===== src/rtl/dmem_arbiter.sv =====
// dmem_arbiter: round-robin arbiter that shares one single-port data memory
// between the core load/store stage (port 0) and a loader/debug master (port 1).
// Misaligned accesses are granted but never reach the memory. They are answered
// with an error response instead.
module dmem_arbiter #(
    parameter int ADDR_W = 32
) (
    input  logic              clk,
    input  logic              rst,
    input  logic              p0_req,
    input  logic              p0_is_load,
    input  logic              p0_is_store,
    input  logic [5:0]        p0_alucode,
    input  logic [ADDR_W-1:0] p0_addr,
    input  logic [31:0]       p0_wdata,
    input  logic              p1_req,
    input  logic              p1_is_load,
    input  logic              p1_is_store,
    input  logic [5:0]        p1_alucode,
    input  logic [ADDR_W-1:0] p1_addr,
    input  logic [31:0]       p1_wdata,
    output logic              p0_gnt,
    output logic              p1_gnt,
    output logic              p0_rvalid,
    output logic              p1_rvalid,
    output logic              p0_err,
    output logic              p1_err,
    output logic [31:0]       p0_rdata,
    output logic [31:0]       p1_rdata,
    output logic              mem_is_load,
    output logic              mem_is_store,
    output logic [5:0]        mem_alucode,
    output logic [ADDR_W-1:0] mem_addr,
    output logic [31:0]       mem_wdata,
    input  logic [31:0]       mem_rdata
);

    // Access codes shared with the data memory.
    localparam logic [5:0] ALU_LB  = 6'd18;
    localparam logic [5:0] ALU_LH  = 6'd19;
    localparam logic [5:0] ALU_LW  = 6'd20;
    localparam logic [5:0] ALU_LBU = 6'd21;
    localparam logic [5:0] ALU_LHU = 6'd22;
    localparam logic [5:0] ALU_SB  = 6'd23;
    localparam logic [5:0] ALU_SH  = 6'd24;
    localparam logic [5:0] ALU_SW  = 6'd25;

    // Halfwords may sit at offset 0..2 of a word. Only offset 3 would straddle
    // two words. Words must be word aligned. Byte accesses are always legal.
    function automatic logic is_misaligned(input logic [5:0] code, input logic [1:0] lo);
        logic bad;
        case (code)
            ALU_LH, ALU_LHU, ALU_SH: bad = (lo == 2'd3);
            ALU_LW, ALU_SW:          bad = (lo != 2'd0);
            ALU_LB, ALU_LBU, ALU_SB: bad = 1'b0;
            default:                 bad = 1'b0;
        endcase
        return bad;
    endfunction

    logic        prio_r;        // port favoured when both request
    logic        resp_v_r;      // a response is due this cycle
    logic        resp_owner_r;  // last granted port (owner of the pending response)
    logic        resp_load_r;
    logic        resp_err_r;

    logic        gnt0_s;
    logic        gnt1_s;
    logic        any_gnt_s;
    logic        sel_is_load_s;
    logic        sel_is_store_s;
    logic [5:0]  sel_code_s;
    logic [ADDR_W-1:0] sel_addr_s;
    logic [31:0] sel_wdata_s;
    logic        misalign_s;

    // Grant decision: a sole requester wins, and prio breaks a tie. Nothing is granted during reset.
    always_comb begin
        gnt0_s = 1'b0;
        gnt1_s = 1'b0;
        if (rst) begin
            gnt0_s = 1'b0;
            gnt1_s = 1'b0;
        end else if (p0_req && p1_req) begin
            gnt0_s = ~prio_r;
            gnt1_s = prio_r;
        end else begin
            gnt0_s = p0_req;
            gnt1_s = p1_req;
        end
    end

    // Winner mux. With no grant the port-0 fields pass through, and the enables stay low.
    always_comb begin
        any_gnt_s = gnt0_s | gnt1_s;
        if (gnt1_s) begin
            sel_is_load_s  = p1_is_load;
            sel_is_store_s = p1_is_store;
            sel_code_s     = p1_alucode;
            sel_addr_s     = p1_addr;
            sel_wdata_s    = p1_wdata;
        end else begin
            sel_is_load_s  = p0_is_load;
            sel_is_store_s = p0_is_store;
            sel_code_s     = p0_alucode;
            sel_addr_s     = p0_addr;
            sel_wdata_s    = p0_wdata;
        end
        misalign_s = is_misaligned(sel_code_s, sel_addr_s[1:0]);
    end

    // Memory drive. Enables are qualified so that a rejected access or a reset never touches memory.
    always_comb begin
        mem_alucode  = sel_code_s;
        mem_addr     = sel_addr_s;
        mem_wdata    = sel_wdata_s;
        mem_is_load  = any_gnt_s & sel_is_load_s  & ~misalign_s & ~rst;
        mem_is_store = any_gnt_s & sel_is_store_s & ~misalign_s & ~rst;
        p0_gnt       = gnt0_s;
        p1_gnt       = gnt1_s;
    end

    // Priority flips only on a contested grant, and response tracking follows every grant.
    always_ff @(posedge clk or posedge rst) begin
        if (rst) begin
            prio_r       <= 1'b0;
            resp_v_r     <= 1'b0;
            resp_owner_r <= 1'b0;
            resp_load_r  <= 1'b0;
            resp_err_r   <= 1'b0;
        end else begin
            if (p0_req && p1_req) begin
                prio_r <= ~prio_r;
            end else begin
                prio_r <= prio_r;
            end
            resp_v_r     <= any_gnt_s;
            resp_owner_r <= gnt1_s;
            resp_load_r  <= sel_is_load_s;
            resp_err_r   <= misalign_s;
        end
    end

    // Route the one-cycle-late response to its owner. The other port sees all zeros.
    always_comb begin
        logic own0_s;
        logic own1_s;
        logic [31:0] data_s;
        own0_s = resp_v_r & ~resp_owner_r;
        own1_s = resp_v_r &  resp_owner_r;
        if (resp_load_r && !resp_err_r) begin
            data_s = mem_rdata;
        end else begin
            data_s = 32'd0;
        end
        p0_rvalid = own0_s;
        p1_rvalid = own1_s;
        p0_err    = own0_s & resp_err_r;
        p1_err    = own1_s & resp_err_r;
        p0_rdata  = own0_s ? data_s : 32'd0;
        p1_rdata  = own1_s ? data_s : 32'd0;
    end

endmodule


===== config.mk =====
export PLATFORM = sky130hd
export DESIGN_NAME = dmem_arbiter
export DESIGN_NICKNAME = d
export VERILOG_FILES = /design/src/rtl/dmem_arbiter.sv
export SDC_FILE = /design/constraint.sdc
export NUM_CORES = 1
export LEC_CHECK = 0
export CAP_MARGIN = 20
export CELL_PAD_IN_SITES_DETAIL_PLACEMENT = 1
export CELL_PAD_IN_SITES_GLOBAL_PLACEMENT = 1
export CORE_ASPECT_RATIO = 0.9
export CORE_MARGIN = 1
export CORE_UTILIZATION = 11
export CTS_BUF_LIST = sky130_fd_sc_hd__clkbuf_16
export DETAILED_ROUTE_END_ITERATION = 7
export PLACE_DENSITY = 0.89
export SLEW_MARGIN = 30
export SYNTH_ARGS = -nofsm -noshare
export SYNTH_HDL_FRONTEND = slang
export SYNTH_SLANG_ARGS = --single-unit

===== constraint.sdc =====
create_clock -name clk -period 1.85 [get_ports clk]
set_clock_uncertainty 0.2 [all_clocks]
set_input_delay 0.2775 -clock clk [delete_from_list [all_inputs] [get_ports clk]]
set_output_delay 0.2775 -clock clk [all_outputs]
set_load 0.05 [all_outputs]

# [Yosys cells after proc, flatten, opt, wreduce, memory -nomap -nowiden]
# Cells that the tools add are included.
[word_totals] ff_bits=5 output_inout_bits=142 word_cells=45
[op_classes] n_eq_ne=6 muxes=13 n_bitwise=15 n_reduce_logical=6
[ops] op="$mux 32" count=5
[ops] op="$eq 6x5->1 const B" count=5
[ops] op="$and 1x1->1" count=10
[ops] op="$mux 1" count=6
[ops] op="$mux 6" count=1
[ops] op="$not 1->1" count=4
[ops] op="$reduce_or 3->1" count=1
[ops] op="$eq 2x2->1 const B" count=1
[ops] op="$logic_and 1x1->1" count=2
[ops] op="$pmux 1 s2" count=1
[ops] op="$reduce_bool 2->1" count=1
[ops] op="$reduce_or 2->1" count=1
[ops] op="$logic_not 1->1" count=1
[ops] op="$or 1x1->1" count=1

# [Longest topological paths before layout]
[depth] ltp_word=10 depth_mapped=5 depth_no_buf=4

# [Worst setup path after synthesis]
# Ideal clock, no wire load.
[synth_path] kind="register to output" start="reg resp_owner_r" end="out p0_rdata[10]" t_arrival_ns=2.086 path_slack_ns=-0.714 stages_incl_launch_ff=5 path_cell_list="dfrtp_1 -> nor2b_1 -> and3b_1 -> clkbuf_1 -> and2_1"
[synth_via] elab_chain_cells=3
[synth_lines] item="from (decl)" line_no="63" text="logic resp_owner_r;"
[synth_lines] item="from (signal assigned)" line_no="138" text="resp_owner_r <= gnt1_s;"
[synth_lines] item="$not 1->1" line_no="149" text="own0_s = resp_v_r & ~resp_owner_r;"
[synth_lines] item="$and 1x1->1" line_no="149"
[synth_lines] item="named net p0_rvalid" line_no="24" text="output logic p0_rvalid,"
[synth_lines] item="$mux 32" line_no="160" text="p0_rdata = own0_s ? data_s : 32'd0;"
[synth_lines] item="to (decl)" line_no="28" text="output logic [31:0] p0_rdata,"
# The timed path passes the listed nets, and every way through them passes these cells.

# [Worst setup path after layout]
[layout_path] start="reg prio_r" end="out mem_wdata[16]"
[layout_via] elab_chain_cells=3
[layout_lines] item="from (decl)" line_no="61" text="logic prio_r;"
[layout_lines] item="from (signal assigned)" line_no="133" text="prio_r <= ~prio_r;"
[layout_lines] item="from (signal assigned)" line_no="135" text="prio_r <= prio_r;"
[layout_lines] item="$mux 1" line_no="84" text="end else if (p0_req && p1_req) begin"
[layout_lines] item="$mux 1" line_no="81" text="if (rst) begin"
[layout_lines] item="$mux 32" line_no="96" text="if (gnt1_s) begin"
[layout_lines] item="to (decl)" line_no="34" text="output logic [31:0] mem_wdata,"
# Every way passes these cells.

==> impl_metrics.ini <==
[sta]
tightest_slew_ps = 269.2
finalSetupTns_ps = -37390
layout_setup_ws_ps = -400.6
final.min_clock_period_ps = 2251
grt_setup_unrepaired = yes
slew_headroom_pct = 81.99
finalCritPeriodShare_pct = 121.7
slew_viol_final = 0
finalSetupViolCount = 137
hold_viol = 0
fmax_ghz = 0.4443

[cts]
cts_tree = done
clock_path_buffers = 2
clk_latency_ps = 230
htreeDepth = 1
cts-buffers-inserted = 3
clk_pin_slew_worst_paths_ps = 30
cts_sinks = 5
cts-root-buf = clkbuf_16

[power_and_ir_drop]
p_leak_nw = 3.227
power.density_nw_per_um2 = 472.3
totalPowerFinal_mw = 3.364
peakVddDrop_uv = 296.2

[synth]
ys_top_cells_by_area = mux2_2, and2_1, dfrtp_1
synth_async_sr_flop_share_pct = 100.0
synth_cells = 191
syn_area_per_cell_um2 = 8.870
synth-edff-count = 0
yosysSeqAreaShare_pct = 7.386
synth.most_common_cell = mux2_2
synth_top_cell_area_share_pct = 47.19
synth_nets = 371
ys_types = 25
ys_ff_latch = 5
netlist_area_um2 = 1694
synthTopCellsByCount = mux2_2, and2_1, buf_6
synthFlopType = dfrtp_1
yosys_warnings = 0
synth_area_leader_cell = mux2_2

[grt]
grt_pass1_vias = 3676
grt_util_met1_pct = 20.46
grt_max_degree = 18
grt_use_met2_pct = 41.92
met3_usage_pct = 3.760
gr-usage-all-layers_pct = 20.15
gr-total-overflow = 0
antenna_found_initial = 1
globalRoute.busiestLayer = met2
grt_first_pass_wirelength_um = 23840

[routing]
drcViolationCount = 0
first_iter_violations = 52
ant_nets = 0
wl_per_cell_um = 22.07
drt-total-wl_um = 16690
viasPerCell = 4.079
via_count = 3084
dr.pass1.iters = 4

[job]
maxCapViolCount = 0

[die]
die_w_um = 132.8
fp-row-count = 42
die_h_um = 119.7
dieArea_um2 = 15900
coreArea_um2 = 14870
start_util_pct = 11.39
io_pins = 322

[layout]
register_area_um2 = 125.1
area_growth_syn_to_layout_pct = 320.5
final_cells = 756
drive_gt1_share_pct = 63.13
multi_input_area_um2 = 1893
fillers = 1529
final_cell_area_um2 = 7124
nets = 737

[setup_path]
path_max_fanout = 8
crit_path_start_kind = register
timing.rr.end = resp_err_r$_DFF_PP0_
arrival_ps = 1770
worstRegToRegCells = 5
critPathLaunch = prio_r$_DFFE_PP0N_
required_ps = 1370
cp-endpoint = mem_wdata[16]
reg2reg_from = prio_r$_DFFE_PP0N_
rrSetupSlack_ps = 190
critical_path_class = register to output port
cp-end-kind = output port

[placement]
dpl.hpwl_um = 11250
port_buffers = 321
dp_cells = 721
dpl_cell_area_um2 = 5983
gp_congestion = 0.8794
dp_slack_ps = -720.1

[status]
status = finished with violations
violations = negative setup slack

[worst_hold_path]
hold_path_class = input pin to asynchronous set/reset pin
flip-flops by register name (all words and copies together) (netlist names):
register / cells
prio_r: 1
resp_load_r: 1
resp_v_r: 1
resp_owner_r: 1
resp_err_r: 1
stage by stage:
stage	util, %	hold slack [ps]
2_1_floorplan	-	-128.7
3_3_place_gp	40.23	419.8
3_5_place_dp	40.23	426.7
4_1_cts	46.84	98.16
5_1_grt	47.89	128.4
6_report	47.91	109.9
kinds of logic (layout without fill, tap and decap cells):
group                  Yosys count  count (layout)  synth area share, %
multiplexers                    72              72                47.78
other                            0               2                    0
flip-flops                       5               5                7.386
AO/OA/AOI/OAI                   12              12                4.726
XOR/XNOR                         1               1               0.5171
buffers and inverters           17             382                7.312
AND/OR/NAND/NOR                 84              84                32.28
worst max-delay path, cell delays in order, from the launching register on:
cell and delay, ps:
dfrtp_1 410, o211ai_4 200, buf_12 180, buf_16 140, buf_12 130, mux2_4 310, buf_6 160
where the power goes:
part           internal [mW]  total (mW)  switching, mW
Sequential             0.128       0.148         0.0193
Combinational           1.46        2.87           1.40
Clock                  0.280       0.350         0.0704
Total                   1.87        3.36           1.49
layout make-up:
cell class                 count  share of cell area, %
antenna                        2                0.07025
inverter                       3                 0.1932
clock buffer                   3                  1.054
tap                          198                  3.477
sequential                     5                  1.756
clock inverter                 1                0.05269
multi-input combinational    169                  26.57
timing repair buffer         375                  66.82
worst min path at each step:
stage	slack, ps	to
final	110	resp_load_r$_DFF_PP0_
after global routing	130	resp_load_r$_DFF_PP0_
after CTS	100	resp_load_r$_DFF_PP0_
after detailed placement	430	prio_r$_DFFE_PP0N_
after global placement	420	prio_r$_DFFE_PP0N_
after floorplan	-130	prio_r$_DFFE_PP0N_
placed cells by master (no fill, tap or decap), types with 3 or more instances in the layout:
cell             count
buf_8               15
nand2_1              3
dfrtp_1              5
buf_4               31
mux2_4              59
o21ai_0              3
mux2_2              12
buf_6               61
nor2_1               4
buf_16               7
a211oi_2             3
buf_12              82
clkdlybuf4s50_1    168
clkbuf_16            3
and2_4              66
dlygate4sd2_1       10
routing by layer:
metal / vias up / wire length (um) / part of all wire [%]
met2: 192 / 9383 / 56
met3: 16 / 1076 / 6.4
li1: 1393 / - / -
met1: 1483 / 5905 / 35
met5: - / 0 / 0
met4: 0 / 320 / 1.9
timing repair:
item,4_1_cts,5_1_grt
pin swaps,23,12
gates resized for setup,164,41
setup buffers,14,12
hold buffers,0,0
cloned,9,0
endpoints found under the setup margin,139,139
(Power assumes the default switching activity.)
